File: src/rtl/cross_product_arbiter.sv
// cross_product_arbiter: round-robin shared two-stage (p1-ref)x(p2-ref) unit with tagged broadcast response
module cross_product_arbiter #(
  parameter int N_REQ   = 4,
  parameter int COORD_W = 10,
  parameter int ID_W    = 2,
  parameter int RES_W   = 2*COORD_W+2
) (
  input  logic                       clk,
  input  logic                       reset,
  input  logic                       en,
  input  logic [N_REQ-1:0]           req,
  input  logic [N_REQ*6*COORD_W-1:0] req_data,
  output logic [N_REQ-1:0]           grant,
  output logic                       busy,
  output logic                       rsp_valid,
  output logic [ID_W-1:0]            rsp_id,
  output logic [RES_W-1:0]           rsp_result,
  output logic                       rsp_pos
);
  localparam int D = COORD_W+1;
  localparam int P = 2*COORD_W+2;
  localparam int W = 6*COORD_W;
  function automatic logic [ID_W-1:0] wrap(input int v);
    return ID_W'(v % N_REQ);
  endfunction
  logic [ID_W-1:0] rr_ptr, gnt_id;
  logic [W-1:0] slot [N_REQ];
  logic [W-1:0] sel;
  logic s1_valid;
  logic [ID_W-1:0] s1_id;
  logic signed [D-1:0] s1_dx1, s1_dy1, s1_dx2, s1_dy2;
  logic signed [D-1:0] dx1, dy1, dx2, dy2;
  logic signed [P-1:0] pa, pb;
  logic signed [RES_W-1:0] res;
  for (genvar i = 0; i < N_REQ; i++) begin : g_slot
    assign slot[i] = req_data[i*W +: W];
  end
  // Walk offsets from the far end so the nearest requester at or after rr_ptr wins
  always_comb begin
    grant = '0;
    gnt_id = '0;
    for (int k = N_REQ-1; k >= 0; k--) begin
      if (en && !reset && req[wrap(int'(rr_ptr) + k)]) begin
        grant = '0;
        grant[wrap(int'(rr_ptr) + k)] = 1'b1;
        gnt_id = wrap(int'(rr_ptr) + k);
      end
    end
  end
  assign sel = slot[gnt_id];
  assign dx1 = $signed({1'b0, sel[4*COORD_W-1 -: COORD_W]}) - $signed({1'b0, sel[6*COORD_W-1 -: COORD_W]});
  assign dy1 = $signed({1'b0, sel[3*COORD_W-1 -: COORD_W]}) - $signed({1'b0, sel[5*COORD_W-1 -: COORD_W]});
  assign dx2 = $signed({1'b0, sel[2*COORD_W-1 -: COORD_W]}) - $signed({1'b0, sel[6*COORD_W-1 -: COORD_W]});
  assign dy2 = $signed({1'b0, sel[COORD_W-1:0]})            - $signed({1'b0, sel[5*COORD_W-1 -: COORD_W]});
  assign pa = P'(s1_dx1) * P'(s1_dy2);
  assign pb = P'(s1_dx2) * P'(s1_dy1);
  assign res = pa - pb;
  assign busy = s1_valid | rsp_valid;
  always_ff @(posedge clk or posedge reset) begin
    if (reset) begin
      rr_ptr <= '0;
      s1_valid <= 1'b0;
      s1_id <= '0;
      s1_dx1 <= '0;
      s1_dy1 <= '0;
      s1_dx2 <= '0;
      s1_dy2 <= '0;
      rsp_valid <= 1'b0;
      rsp_id <= '0;
      rsp_result <= '0;
      rsp_pos <= 1'b0;
    end else begin
      s1_valid <= |grant;
      rsp_valid <= s1_valid;
      if (|grant) begin
        rr_ptr <= wrap(int'(gnt_id) + 1);
        s1_id <= gnt_id;
        s1_dx1 <= dx1;
        s1_dy1 <= dy1;
        s1_dx2 <= dx2;
        s1_dy2 <= dy2;
      end
      if (s1_valid) begin
        rsp_id <= s1_id;
        rsp_result <= res;
        rsp_pos <= !res[RES_W-1] && |res;
      end
    end
  end
endmodule

File: config.mk
export PLATFORM = sky130hd
export DESIGN_NAME = cross_product_arbiter
export DESIGN_NICKNAME = d
export VERILOG_FILES = /design/src/rtl/cross_product_arbiter.sv
export SDC_FILE = /design/constraint.sdc
export NUM_CORES = 1
export LEC_CHECK = 0
export ABC_AREA = 1
export BUFFER_PORTS_ARGS = -buffer_cell sky130_fd_sc_hd__buf_2
export CAP_MARGIN = 40
export CORE_MARGIN = 4
export CORE_UTILIZATION = 50
export CTS_CLUSTER_DIAMETER = 30
export CTS_CLUSTER_SIZE = 14
export DETAILED_ROUTE_END_ITERATION = 8
export PLACE_DENSITY = 0.72
export SETUP_SLACK_MARGIN = 0.1
export SLEW_MARGIN = 10
export SYNTH_ARGS = -nofsm -noshare
export SYNTH_HDL_FRONTEND = slang
export SYNTH_SLANG_ARGS = --single-unit
File: constraint.sdc
create_clock -name clk -period 7.9 [get_ports clk]
set_input_delay 1.185 -clock clk [delete_from_list [all_inputs] [get_ports clk]]
set_output_delay 1.185 -clock clk [all_outputs]
set_load 0.02 [all_outputs]
Word level (Yosys, flattened, before mapping)
Index checks and enable logic that the tools add are counted.
{"block": "totals", "ff_bits": 75, "inputBits": 247, "out_inout_bits": 31}
{"block": "classes", "addsub": 9, "mul": 2, "magnitude_cmp": 9, "mux": 27, "n_bitwise": 2, "n_reduce_logical": 14}
{"operator": "binary-select mux 60 bit (select 2 bit)", "n": 1}
{"operator": "two-way mux 60 bit", "n": 2}
{"operator": "multiplier 11 x 11 -> 22 bit", "n": 2}
{"operator": "subtractor 10 x 10 -> 11 bit", "n": 4}
{"operator": "OR reduction 22 bit", "n": 1}
{"operator": "subtractor 22 bit", "n": 1}
{"operator": "two-way mux 4 bit", "n": 4}
{"operator": "less-than comparator 2 x 3 -> 1 bit, second input constant", "n": 4}
{"operator": "logical AND 1 bit", "n": 10}
{"operator": "binary-select mux 1 bit (select 2 bit)", "n": 4}
{"operator": "demux 1 bit (select 2 bit)", "n": 4}
{"operator": ">= comparator 2 x 1 -> 1 bit, second input constant", "n": 4}
{"operator": "two-way mux 1 bit", "n": 8}
{"operator": "two-way mux 2 bit", "n": 4}
{"operator": "adder 2 x 1 -> 2 bit, second input constant", "n": 2}
{"operator": "adder 2 bit, second input constant", "n": 2}
{"operator": "OR reduction 4 bit", "n": 1}
{"operator": ">= comparator 3 bit, second input constant", "n": 1}
{"operator": "NOT 2 -> 3 bit", "n": 1}
{"operator": "zero test 1 bit", "n": 2}
{"operator": "OR 1 bit", "n": 1}

Logic depth before layout (Yosys ltp)
{"block": "logic_depth", "ltp_word": 13, "ltp_mapped": 33}

Least setup slack after synthesis
OpenSTA, ideal clock, no wires.
{"block": "synth_path", "path_kind": "flip-flop to flip-flop", "from": "reg s1_dx2[10]", "to": "reg rsp_pos", "arrival_ns": 6.079, "required_ns": 7.782, "slack_ns": 1.703, "stages_incl_launch_ff": 29, "path_buffers": 1, "synth_period_minus_slack_ns": 6.197, "path_cell_list": "dfrtp_1 > clkbuf_1 > nand2_1 > inv_1 > fa_1 > inv_1 > fa_1 > inv_1 > fa_1 > inv_1 > fa_1 > fa_1 > fa_1 > inv_1 > fa_1 > inv_1 > ha_1 > nand2_1 > inv_1 > a21oi_1 > nor2_1 > nor2_1 > nand2_1 > a21oi_1 > nand3_1 > nand2_1 > nand4_1 > nand3_1 > nand2_1"}
{"block": "synth_between", "elab_chain_cells": 4, "word_cells_on_any_way": 5, "classes_between": "add/sub: 1; mul: 1; reduce/logical: 3"}
{"element": "from (decl)", "line_no": "31", "rtl": "logic signed [D-1:0] s1_dx1, s1_dy1, s1_dx2, s1_dy2;"}
{"element": "from (signal assigned)", "line_no": "66", "rtl": "s1_dx2 <= '0;"}
{"element": "from (signal assigned)", "line_no": "80", "rtl": "s1_dx2 <= dx2;"}
{"element": "multiplier 11 x 11 -> 22 bit (*)", "line_no": "56", "rtl": "assign pb = P'(s1_dx2) * P'(s1_dy1);"}
{"element": "subtractor 22 bit (*)", "line_no": "57", "rtl": "assign res = pa - pb;"}
{"element": "OR reduction 22 bit or zero test 1 bit (tied branches)", "line_no": "86", "rtl": "rsp_pos <= !res[RES_W-1] && |res;"}
{"element": "logical AND 1 bit (*)", "line_no": "86"}
{"element": "to (signal assigned)", "line_no": "86"}
{"element": "to (decl)", "line_no": "18", "rtl": "output logic rsp_pos"}
Mark *: on every way between the ends. The rest lies on a longest branch, timed or not.
A chain may end at the register's enable or synchronous reset.

Worst setup path in the final report
Ends and elaborated chain as after synthesis.

==> key figures <==
Clocking
  – Clk_lat worst skew: 0.36 ns
  – Post-CTS resize count: 0
  – CTS root buffer: clkbuf_16
  – Postcts setup bufs: 0
  – H-Tree Level Count: 3
  – CTS sink count: 75
  – # hold bufs at CTS: 0
  – TritonCTS Buffers: 9
  – CTS max path bufs: 2
  – Clock transition at path regs: 0.07 ns
  – CTS tree: built

GRT
  – Antenna violations before repair: 8
  – Largest net degree at the start of global routing: 97
  – GRT Util Overall: 0.273
  – Vias in the first global route: 16,400
  – First-pass GRT wire length: 84.2 mm
  – Gr ovfl total: 0

Setup path
  – CP max-delay cell: fa_1
  – Crit path capture type: flop
  – CP required: 8.13 ns
  – Buf/Inv on CP: 7
  – R2R Path End: rsp_pos
  – Critical Path AT: 7.01 ns
  – Largest stage delay, worst path: 0.84 ns
  – Reg2reg path depth: 27
  – Crit. path cell count: 27
  – Reg2reg setup slack: 1.13 ns
  – CP Launch Point: s1_dx2[10]
  – Crit Path Class: flop to flop
  – CP endpoint: rsp_pos
  – CP delay by family, top: adder cells
  – Startpoint Class: flop
  – Crit Reg-Reg Startpoint: s1_dx2[10]
  – Max FO, Critical Path: 13

Timing
  – Worst Max-Slew Pin Slew: 0.866 ns
  – Setup Skew: 0.0151 ns
  – Post-layout min period: 6.77 ns
  – Hold WS: 0.462 ns
  – RSZ-0062 raised after global routing: no
  – Final hold violation count: 0
  – Total Neg Setup Slack: 0 ns
  – Slew headroom: 0.422
  – Fin. max-slew vios: 0
  – Setup violators final: 0
  – F_max: 0.148 GHz
  – Post-route clock period utilization: 0.857

Final layout
  – Post-route insts no fill: 3,166
  – Area grow syn2layout: 10.3%
  – Net count, final: 3,346
  – Filler Cell Count: 3,410
  – Core Util, Final: 0.564
  – Share of layout cells above drive strength 1: 0.157

Synth
  – Synth Area in XOR/XNOR: 0.0152
  – Synth Area in Compound Gates: 0.0716
  – Post-synthesis sequential area ratio: 0.105
  – Mux cell area share after synthesis: 0
  – Synth Area in Adders: 0.394
  – Synth top area share: 0.302
  – Flop and latch count out of synthesis: 75
  – Synth Warn #: 0
  – Syn_nets: 3,145
  – Post-Syn Area: 0.0178 sq mm
  – Area contributors post-synth: fa_1 (30%), nand2_1 (16%), inv_1 (12%)
  – Simple-gate share of the synthesized area: 0.261
  – Distinct cells, synth: 44
  – Synth Flop Type: dfrtp_1
  – Mapped Cells: 2,498
  – Most common cell in the netlist: nand2_1
  – Asr flop ratio synth: 1.00
  – Top cells by count, synth: nand2_1 (774), inv_1 (580), fa_1 (269), nand3_1 (145), ha_1 (131)
  – Main combinational cell family by area after synthesis: adder cells
  – Syn_area_per_cell: 7.15 sq um
  – EDFF count, synth: 0
  – Dominant cell type by area after synthesis: fa_1

Job
  – MaxCap Viol Count: 0

Die
  – Die width: 197 microns
  – Full die area: 0.0388 sq mm
  – IO Count: 278
  – Total core area: 0.0349 sq mm
  – Row Count: 68
  – Die Y: 197 microns
  – Initial Utilization: 0.512

Min path
  – HP Class: flop to flop

Route
  – DRC: 0
  – DRT iter0 DRCs: 995
  – Vias: 15,900
  – TritonRoute pass-1 iters: 5
  – Antenna-violating nets left: 0
  – WL final: 52.2 mm
  – Drt wl/cell: 16.5 microns
  – Vias per inst: 5.02

Place
  – Inst Count DP: 3,143
  – Port bufs: 277
  – DP HPWL: 45.7 mm
  – Placer Congestion: 0.957

Status
  – Status: finished, final reports clean
worst min path at each step:
stage,startpoint,to,slack (ns),cells past startpoint
after floorplan,s1_id[0],rsp_id[0],0.45,2
after global placement,rsp_id[1],rsp_id[1],0.45,2
after detailed placement,rsp_id[1],rsp_id[1],0.46,2
after CTS,rsp_id[1],rsp_id[1],0.47,2
after global routing,rsp_result[2],rsp_result[2],0.49,2
final,rsp_id[1],rsp_id[1],0.46,2
through the flow:
stage | worst slack [ns] | instance area (sq um)
after detailed placement | 1.14 | 19400
after global routing | 0.626 | 19700
after global placement | 1.21 | 19300
after floorplan | 1.70 | 17800
final | 1.13 | 19700
after CTS | 1.10 | 19700
state kept, by name, summed over array words and instances, names as in the netlist:
| name | flops |
|---|---|
| s1_dy1 | 11 |
| s1_id | 2 |
| s1_dx1 | 11 |
| rsp_result | 22 |
| rr_ptr | 2 |
| rsp_valid | 1 |
| s1_valid | 1 |
| rsp_pos | 1 |
| s1_dy2 | 11 |
| rsp_id | 2 |
| s1_dx2 | 11 |
routing by layer:
layer	vias up	track usage	routed length [microns]	part of all wire
met5	-	0	0	0
met4	0	0.109	2080	0.040
li1	7820	-	-	-
met2	485	0.483	26200	0.50
met1	7513	0.339	21100	0.40
met3	81	0.0347	2820	0.054
worst min-delay path, stage by stage, from the launching register on:
cell	delay [ns]
dfrtp_1	0.33
nand2_1	0.05
nand2_1	0.04
logic make-up (layout without fill, tap and decap cells):
group | count (synthesis) | after routing
other cells | 0 | 8
compound gates | 203 | 203
simple gates | 1102 | 1102
fa+ha+maj | 400 | 400
xor+xnor | 31 | 31
buf+inv | 687 | 892
flops | 75 | 75
layout make-up:
type,instances,area (sq um),area share
diodes,8,20.0,0.00102
clock buffers,10,239,0.0121
clock inverters,5,30.0,0.00152
inverters,590,2220,0.113
multi-input cells,1736,13200,0.672
flip-flops and latches,75,1880,0.0953
well taps,455,569,0.0289
repair buffers,287,1500,0.0762
placed cells by master, fill, tap and decap left out, types with 10 or more instances in the layout:
cell      count
nand3_1     145
o21ai_0      40
or2_0        10
inv_1       579
o21ai_1      40
ha_1        131
o21ai_2      31
nor2_1       58
nand3b_1     10
xnor2_1      11
xor2_1       20
buf_2       277
dfrtp_1      75
or2_1        12
nand2_2      19
fa_1        269
a21oi_1      45
o21a_1       19
or2_2        50
nand2_1     774
Power is left out: the tool's default activity adds up to more than one toggle a clock period on the data nets, which glitch-free logic cannot reach.
